<file path="src/rtl/tm1638_frame_sequencer.sv">
// TM1638 frame sequencer: reads the display frame buffer and emits mode, address+data burst and control words to spi_fifo.
// Latency: 3*2 + NUM_BYTES*4 + 1 cycles from the accepted start to o_Done while the FIFO never reports full.
// Backpressure: waits on i_FIFO_Full before every push; a gap cycle follows each push so the full flag can settle.
module tm1638_frame_sequencer #(
    parameter int NUM_BYTES      = 16,
    parameter int REFRESH_CYCLES = 0
) (
    input  logic        i_Clk,
    input  logic        i_Rst_n,
    input  logic        i_Start,
    input  logic        i_Display_On,
    input  logic [2:0]  i_Brightness,
    output logic [3:0]  o_Buf_Addr,
    input  logic [7:0]  i_Buf_Data,
    input  logic        i_FIFO_Full,
    output logic        o_Data_Valid,
    output logic [17:0] o_Data,
    output logic        o_Busy,
    output logic        o_Done
);

    typedef enum logic [3:0] {
        S_IDLE,
        S_MODE,
        S_ADDR,
        S_RD,
        S_LD,
        S_DATA,
        S_CTRL,
        S_GAP,
        S_FIN
    } state_t;

    localparam logic [3:0]  LAST_IDX     = 4'(NUM_BYTES - 1);
    localparam logic        REFRESH_EN   = (REFRESH_CYCLES > 0);
    localparam logic [31:0] REFRESH_LAST = 32'(REFRESH_CYCLES - 1);

    // Command bytes of the TM1638 protocol.
    localparam logic [7:0] CMD_MODE = 8'h40;  // data write, auto-increment address
    localparam logic [7:0] CMD_ADDR = 8'hC0;  // start at display address 0

    state_t      state_q, state_d;
    state_t      ret_q, ret_d;          // where the gap cycle hands control back to
    logic [3:0]  idx_q, idx_d;
    logic [7:0]  byte_q, byte_d;
    logic        on_q, on_d;
    logic [2:0]  bright_q, bright_d;
    logic [31:0] cnt_q, cnt_d;
    logic        valid_q, valid_d;
    logic [17:0] data_q, data_d;
    logic [3:0]  addr_q, addr_d;
    logic        busy_q, busy_d;
    logic        done_q, done_d;
    logic        refresh_hit;

    // FIFO word: upper bits unused, bit 8 releases STB after this byte.
    function automatic logic [17:0] fifo_word(input logic stb_end, input logic [7:0] b);
        return {9'd0, stb_end, b};
    endfunction

    assign refresh_hit = REFRESH_EN && (cnt_q == REFRESH_LAST);

    // Next-state and registered-output logic of the frame sequencer.
    always_comb begin
        state_d  = state_q;
        ret_d    = ret_q;
        idx_d    = idx_q;
        byte_d   = byte_q;
        on_d     = on_q;
        bright_d = bright_q;
        cnt_d    = cnt_q;
        valid_d  = 1'b0;
        data_d   = data_q;
        busy_d   = busy_q;
        done_d   = 1'b0;

        case (state_q)
            S_IDLE: begin
                cnt_d = REFRESH_EN ? cnt_q + 32'd1 : 32'd0;
                // A start arriving in the o_Done cycle is dropped; a refresh hit is not.
                if ((i_Start && !done_q) || refresh_hit) begin
                    on_d     = i_Display_On;
                    bright_d = i_Brightness;
                    busy_d   = 1'b1;
                    idx_d    = 4'd0;
                    cnt_d    = 32'd0;
                    state_d  = S_MODE;
                end
            end
            S_MODE: begin
                if (!i_FIFO_Full) begin
                    valid_d = 1'b1;
                    data_d  = fifo_word(1'b1, CMD_MODE);
                    ret_d   = S_ADDR;
                    state_d = S_GAP;
                end
            end
            S_ADDR: begin
                if (!i_FIFO_Full) begin
                    valid_d = 1'b1;
                    data_d  = fifo_word(1'b0, CMD_ADDR);
                    ret_d   = S_RD;
                    state_d = S_GAP;
                end
            end
            S_RD: begin
                // o_Buf_Addr already follows idx, so the buffer sees it this cycle.
                state_d = S_LD;
            end
            S_LD: begin
                byte_d  = i_Buf_Data;
                state_d = S_DATA;
            end
            S_DATA: begin
                if (!i_FIFO_Full) begin
                    valid_d = 1'b1;
                    data_d  = fifo_word(idx_q == LAST_IDX, byte_q);
                    state_d = S_GAP;
                    if (idx_q == LAST_IDX) begin
                        ret_d = S_CTRL;
                    end else begin
                        idx_d = idx_q + 4'd1;
                        ret_d = S_RD;
                    end
                end
            end
            S_CTRL: begin
                if (!i_FIFO_Full) begin
                    valid_d = 1'b1;
                    data_d  = fifo_word(1'b1, {4'b1000, on_q, bright_q});
                    ret_d   = S_FIN;
                    state_d = S_GAP;
                end
            end
            S_GAP: begin
                state_d = ret_q;
            end
            S_FIN: begin
                done_d  = 1'b1;
                busy_d  = 1'b0;
                state_d = S_IDLE;
            end
            default: begin
                state_d = S_IDLE;
            end
        endcase

        addr_d = idx_d;
    end

    // State and output registers, cleared asynchronously.
    always_ff @(posedge i_Clk or negedge i_Rst_n) begin
        if (!i_Rst_n) begin
            state_q  <= S_IDLE;
            ret_q    <= S_IDLE;
            idx_q    <= 4'd0;
            byte_q   <= 8'd0;
            on_q     <= 1'b0;
            bright_q <= 3'd0;
            cnt_q    <= 32'd0;
            valid_q  <= 1'b0;
            data_q   <= 18'd0;
            addr_q   <= 4'd0;
            busy_q   <= 1'b0;
            done_q   <= 1'b0;
        end else begin
            state_q  <= state_d;
            ret_q    <= ret_d;
            idx_q    <= idx_d;
            byte_q   <= byte_d;
            on_q     <= on_d;
            bright_q <= bright_d;
            cnt_q    <= cnt_d;
            valid_q  <= valid_d;
            data_q   <= data_d;
            addr_q   <= addr_d;
            busy_q   <= busy_d;
            done_q   <= done_d;
        end
    end

    assign o_Buf_Addr   = addr_q;
    assign o_Data_Valid = valid_q;
    assign o_Data       = data_q;
    assign o_Busy       = busy_q;
    assign o_Done       = done_q;

endmodule
</file>
<file path="config.mk">
export PLATFORM = sky130hd
export DESIGN_NAME = tm1638_frame_sequencer
export DESIGN_NICKNAME = d
export VERILOG_FILES = /design/src/rtl/tm1638_frame_sequencer.sv
export SDC_FILE = /design/constraint.sdc
export NUM_CORES = 1
export LEC_CHECK = 0
export CAP_MARGIN = 20
export CORE_ASPECT_RATIO = 1.75
export CORE_MARGIN = 8
export CORE_UTILIZATION = 30
export DETAILED_ROUTE_END_ITERATION = 12
export SETUP_SLACK_MARGIN = 0.2
export SKIP_CTS_REPAIR_TIMING = 1
export SYNTH_ARGS = -nofsm -noshare
export SYNTH_HDL_FRONTEND = slang
export SYNTH_SLANG_ARGS = --single-unit
</file>
<file path="constraint.sdc">
create_clock -name i_Clk -period 2.9 [get_ports i_Clk]
set_input_delay 0.29 -clock i_Clk [delete_from_list [all_inputs] [get_ports i_Clk]]
set_output_delay 0.29 -clock i_Clk [all_outputs]
set_load 0.02 [all_outputs]
</file>
# Word level (Yosys, flattened, before mapping)
# Index checks and enable logic that the tools add are counted.
[word_totals] regBits=45 inputBits=16 output_inout_bits=25 wordCells=62
[classes] add_sub_neg=1 n_eq_ne=16 n_mux=23 reduce_logical=12
[op_table] op="$mux 18" count=4
[op_table] op="$pmux 18 s4" count=1
[op_table] op="$mux 4" count=9
[op_table] op="$pmux 4 s5" count=1
[op_table] op="$eq 4x3->1 const B" count=4
[op_table] op="$pmux 4 s4" count=1
[op_table] op="$ne 2x2->1 const B" count=7
[op_table] op="$eq 4x2->1 const B" count=2
[op_table] op="$eq 4x4->1 const B" count=2
[op_table] op="$pmux 4 s2" count=1
[op_table] op="$reduce_and 2->1" count=3
[op_table] op="$reduce_and 5->1" count=1
[op_table] op="$add 4x1->4 const B" count=1
[op_table] op="$eq 4x1->1 const B" count=1
[op_table] op="$logic_not 4->1" count=1
[op_table] op="$mux 1" count=4
[op_table] op="$reduce_and 4->1" count=1
[op_table] op="$reduce_bool 2->1" count=2
[op_table] op="$reduce_bool 4->1" count=1
[op_table] op="$reduce_or 4->1" count=1
[op_table] op="$mux 3" count=1
[op_table] op="$pmux 1 s2" count=1
[op_table] op="$logic_and 1x1->1" count=1
[op_table] op="$logic_not 1->1" count=1

# Longest topological paths before layout
[depth] word_depth=4 depth_mapped=5 ltp_nobuf=4

# Least setup slack after synthesis
# No wires, ideal clock.
[synth_timing] path_type="reg-to-reg" start="register state_q[2]" end="register bright_q[0]" setup_time_ns=0.125 t_arrival_ns=1.417 required_ns=2.775 setup_slack_ns=1.358 path_stages_with_launch=5 path_buffers=1 period_less_slack_ns=1.542 cell_sequence="dfrtp_1 > buf_2 > or3_1 > nor2_4 > mux2_2"
[synth_via] elab_chain_len=2
[synth_lines] element="start: declaration" line="42" text="state_t state_q, state_d;"
[synth_lines] element="start signal: assignment" line="167" text="state_q <= state_d;"
[synth_lines] element="$logic_not 4->1" line="77" text="case (state_q)"
[synth_lines] element="$reduce_and 2->1 (no line)"
[synth_lines] element="end signal: assignment" line="172" text="bright_q <= bright_d;"
[synth_lines] element="end: declaration" line="47" text="logic [2:0] bright_q, bright_d;"
# No other way between the ends.
# A chain may end at the register's enable or synchronous reset.

# Final worst setup path
[layout_timing] start="register state_q[0]" end="register bright_q[1]"
# Same word-level chain as after synthesis.

==> flow_summary.ini <==
[status]
outcome = complete, no violations

[drt]
ant_nets = 0
viasPerCell = 4.553
num_vias = 1170
wl_per_cell_um = 13.92
dr.first_iter.drc_count = 62
dr.pass1.iters = 4
wl_um = 3577
drc = 0

[floorplanning]
die_height_um = 116.5
core-area_um2 = 5585
io_pins = 41
die-area_um2 = 8550
start_util = 0.3098
die_x_um = 73.41
std_cell_rows = 36

[clocking]
clockRootBuffer = clkbuf_8
cts_tree = yes
clock_latency_ns = 0.28
cts_max_path_buffers = 2
path_clk_slew_ns = 0.07
numCtsBuffers = 5
cts_sinks = 36
cts_max_level = 2

[pwr]
power_leakage_nw = 0.9361
irDropWorstVdd_v = 0.0003886
power_frac_clock = 0.160
p_int_mw = 1.418
seq_power_share = 0.411
comb_power_share = 0.429
power_density_nw_per_um2 = 1043
switching_share = 0.3712
p_sw_mw = 0.8375

[cells_and_area]
nets = 197
antenna_cells = 0
final_cell_mix = dfrtp_1 (36), clkdlybuf4s50_1 (31), inv_1 (14)
fillerInstances = 568
drive_gt1_frac = 0.1547
final_common_cell = dfrtp_1
area_growth_pct = 24.95

[logic_synthesis]
synth_edf_count = 0
synth-seq-cells = 36
ys_seq_area_frac = 0.5206
netlist_area_um2 = 1730
synth_ff_type = dfrtp_1
syn_inst = 148
synth_cell_types = 45
async_flop_share = 1.000
avgSynthCellArea_um2 = 11.69
yosysWarningCount = 0

[timing]
finClkSkew_ns = 0.004897
final.setup.tns_ns = 0
period_minus_slack_ns = 1.800
setup_viol = 0
fmax_ghz = 0.5556
worst_slack_ns = 1.100
rsz0062_at_grt = false
finalHoldViolations = 0
final_max_slew_viol_count = 0
finalCritPeriodShare = 0.6206

[global_route]
grt_max_degree = 37
grt_pass1_wl_um = 6127
grt_use_total = 0.09523
grt_overflow = 0
grt_pass1_vias = 1267
grt_antenna_before_repair = 0

[critical_path]
cp_max_fo = 15
cp.required_ns = 3.07
worstRegToRegCells = 3
crit_type = reg2reg
regToRegStartpoint = state_q[0]
r2r_setup_slack_ns = 1.10
arrival_ns = 1.97
start_kind = flop
end_kind = flop
reg2reg_to = bright_q[1]

[hold_path]
worst_hold_path_type = in2async

[placement]
portBuffers = 31
pre_cts_ws_ns = 0.9176
gp_congestion = 0.7680
dpl.hpwl_um = 2691

[flow_run]
cap_violations = 0
==> registers in the layout (all words and copies together), names as in the netlist <==
signal,cells
bright_q,3
o_Data_Valid,1
o_Done,1
o_Data,9
byte_q,8
on_q,1
ret_q,4
o_Busy,1
o_Buf_Addr,4
state_q,4
==> logic make-up after synthesis <==
| family | synth area share |
|---|---|
| other | 0.002167 |
| AO/OA/AOI/OAI | 0.1027 |
| adder cells (fa/ha/maj) | 0.01301 |
| multiplexers | 0.1309 |
| AND/OR/NAND/NOR | 0.1381 |
| flip-flops | 0.5206 |
| buffers and inverters | 0.09255 |
==> cell type report <==
type | count | area, um2 | share of cell area
clock buffers | 8 | 90.09 | 0.04167
flip-flops and latches | 36 | 900.9 | 0.4167
multi-input cells | 90 | 699.4 | 0.3235
repair buffers | 32 | 317.8 | 0.1470
inverters | 15 | 58.81 | 0.02720
well taps | 76 | 95.09 | 0.04398
==> worst max path at each step <==
stage / slack, ns / cells past startpoint / start / endpoint
after floorplan: 1.36 / 4 / state_q[2] / bright_q[0]
after global placement: 0.94 / 5 / i_FIFO_Full / ret_q[0]
after detailed placement: 0.92 / 5 / i_FIFO_Full / ret_q[0]
after CTS: 1.09 / 3 / state_q[0] / bright_q[1]
after global routing: 0.99 / 4 / state_q[0] / ret_q[0]
final: 1.10 / 3 / state_q[0] / bright_q[1]
==> layer usage <==
layer	GRT usage	wire, um
met3	0.03439	306
met4	0.05235	78
met5	0	0
met2	0.1668	1847
met1	0.09425	1344
==> cell usage after synthesis, types with 2 or more instances <==
cell | count | area, um2
mux2i_1 | 8 | 80.08
nor2b_1 | 2 | 12.51
o21ai_0 | 4 | 20.02
inv_1 | 14 | 52.55
buf_2 | 3 | 15.01
nor2_1 | 5 | 18.77
dfrtp_1 | 36 | 900.9
a21oi_1 | 2 | 10.01
nor4_1 | 5 | 31.28
buf_4 | 9 | 67.56
buf_1 | 2 | 7.510
o21a_1 | 2 | 15.01
or3_1 | 2 | 12.51
a221o_1 | 4 | 40.04
mux2_2 | 13 | 146.4
nand3_1 | 2 | 10.01
nand2b_1 | 3 | 18.77
nand2_1 | 3 | 11.26
nor3_1 | 2 | 10.01
a31oi_1 | 2 | 12.51
==> worst max-delay path, cell delays in order (launching register included) <==
cell     delay [ns]
dfrtp_1        0.55
or3_1          0.53
nor2_4         0.24
mux2_2         0.35
==> power by group through the flow <==
stage | registers (mW) | clock network [mW] | logic, mW
final | 0.927 | 0.360 | 0.968
after global routing | 0.970 | 0.398 | 1.07
after CTS | 0.933 | 0.379 | 0.991
after detailed placement | 0.943 | 0 | 0.986
after global placement | 0.941 | 0 | 0.970
after floorplan | 0.959 | 0 | 0.621
==> stage by stage <==
stage / hold WS, ns / std cells / util / instance area, um2 / power [mW]
6_report: 0.4266 / 257 / 0.3871 / 2162 / 2.256
5_1_grt: 0.4742 / 257 / 0.3871 / 2162 / 2.434
4_1_cts: 0.4415 / 257 / 0.3871 / 2162 / 2.303
3_5_place_dp: 0.4711 / 249 / 0.3710 / 2072 / 1.930
3_3_place_gp: 0.4861 / 249 / 0.3710 / 2072 / 1.910
2_1_floorplan: -0.005591 / 156 / - / 1760 / 1.581
No activity file was read; power rests on OpenSTA's default activity.
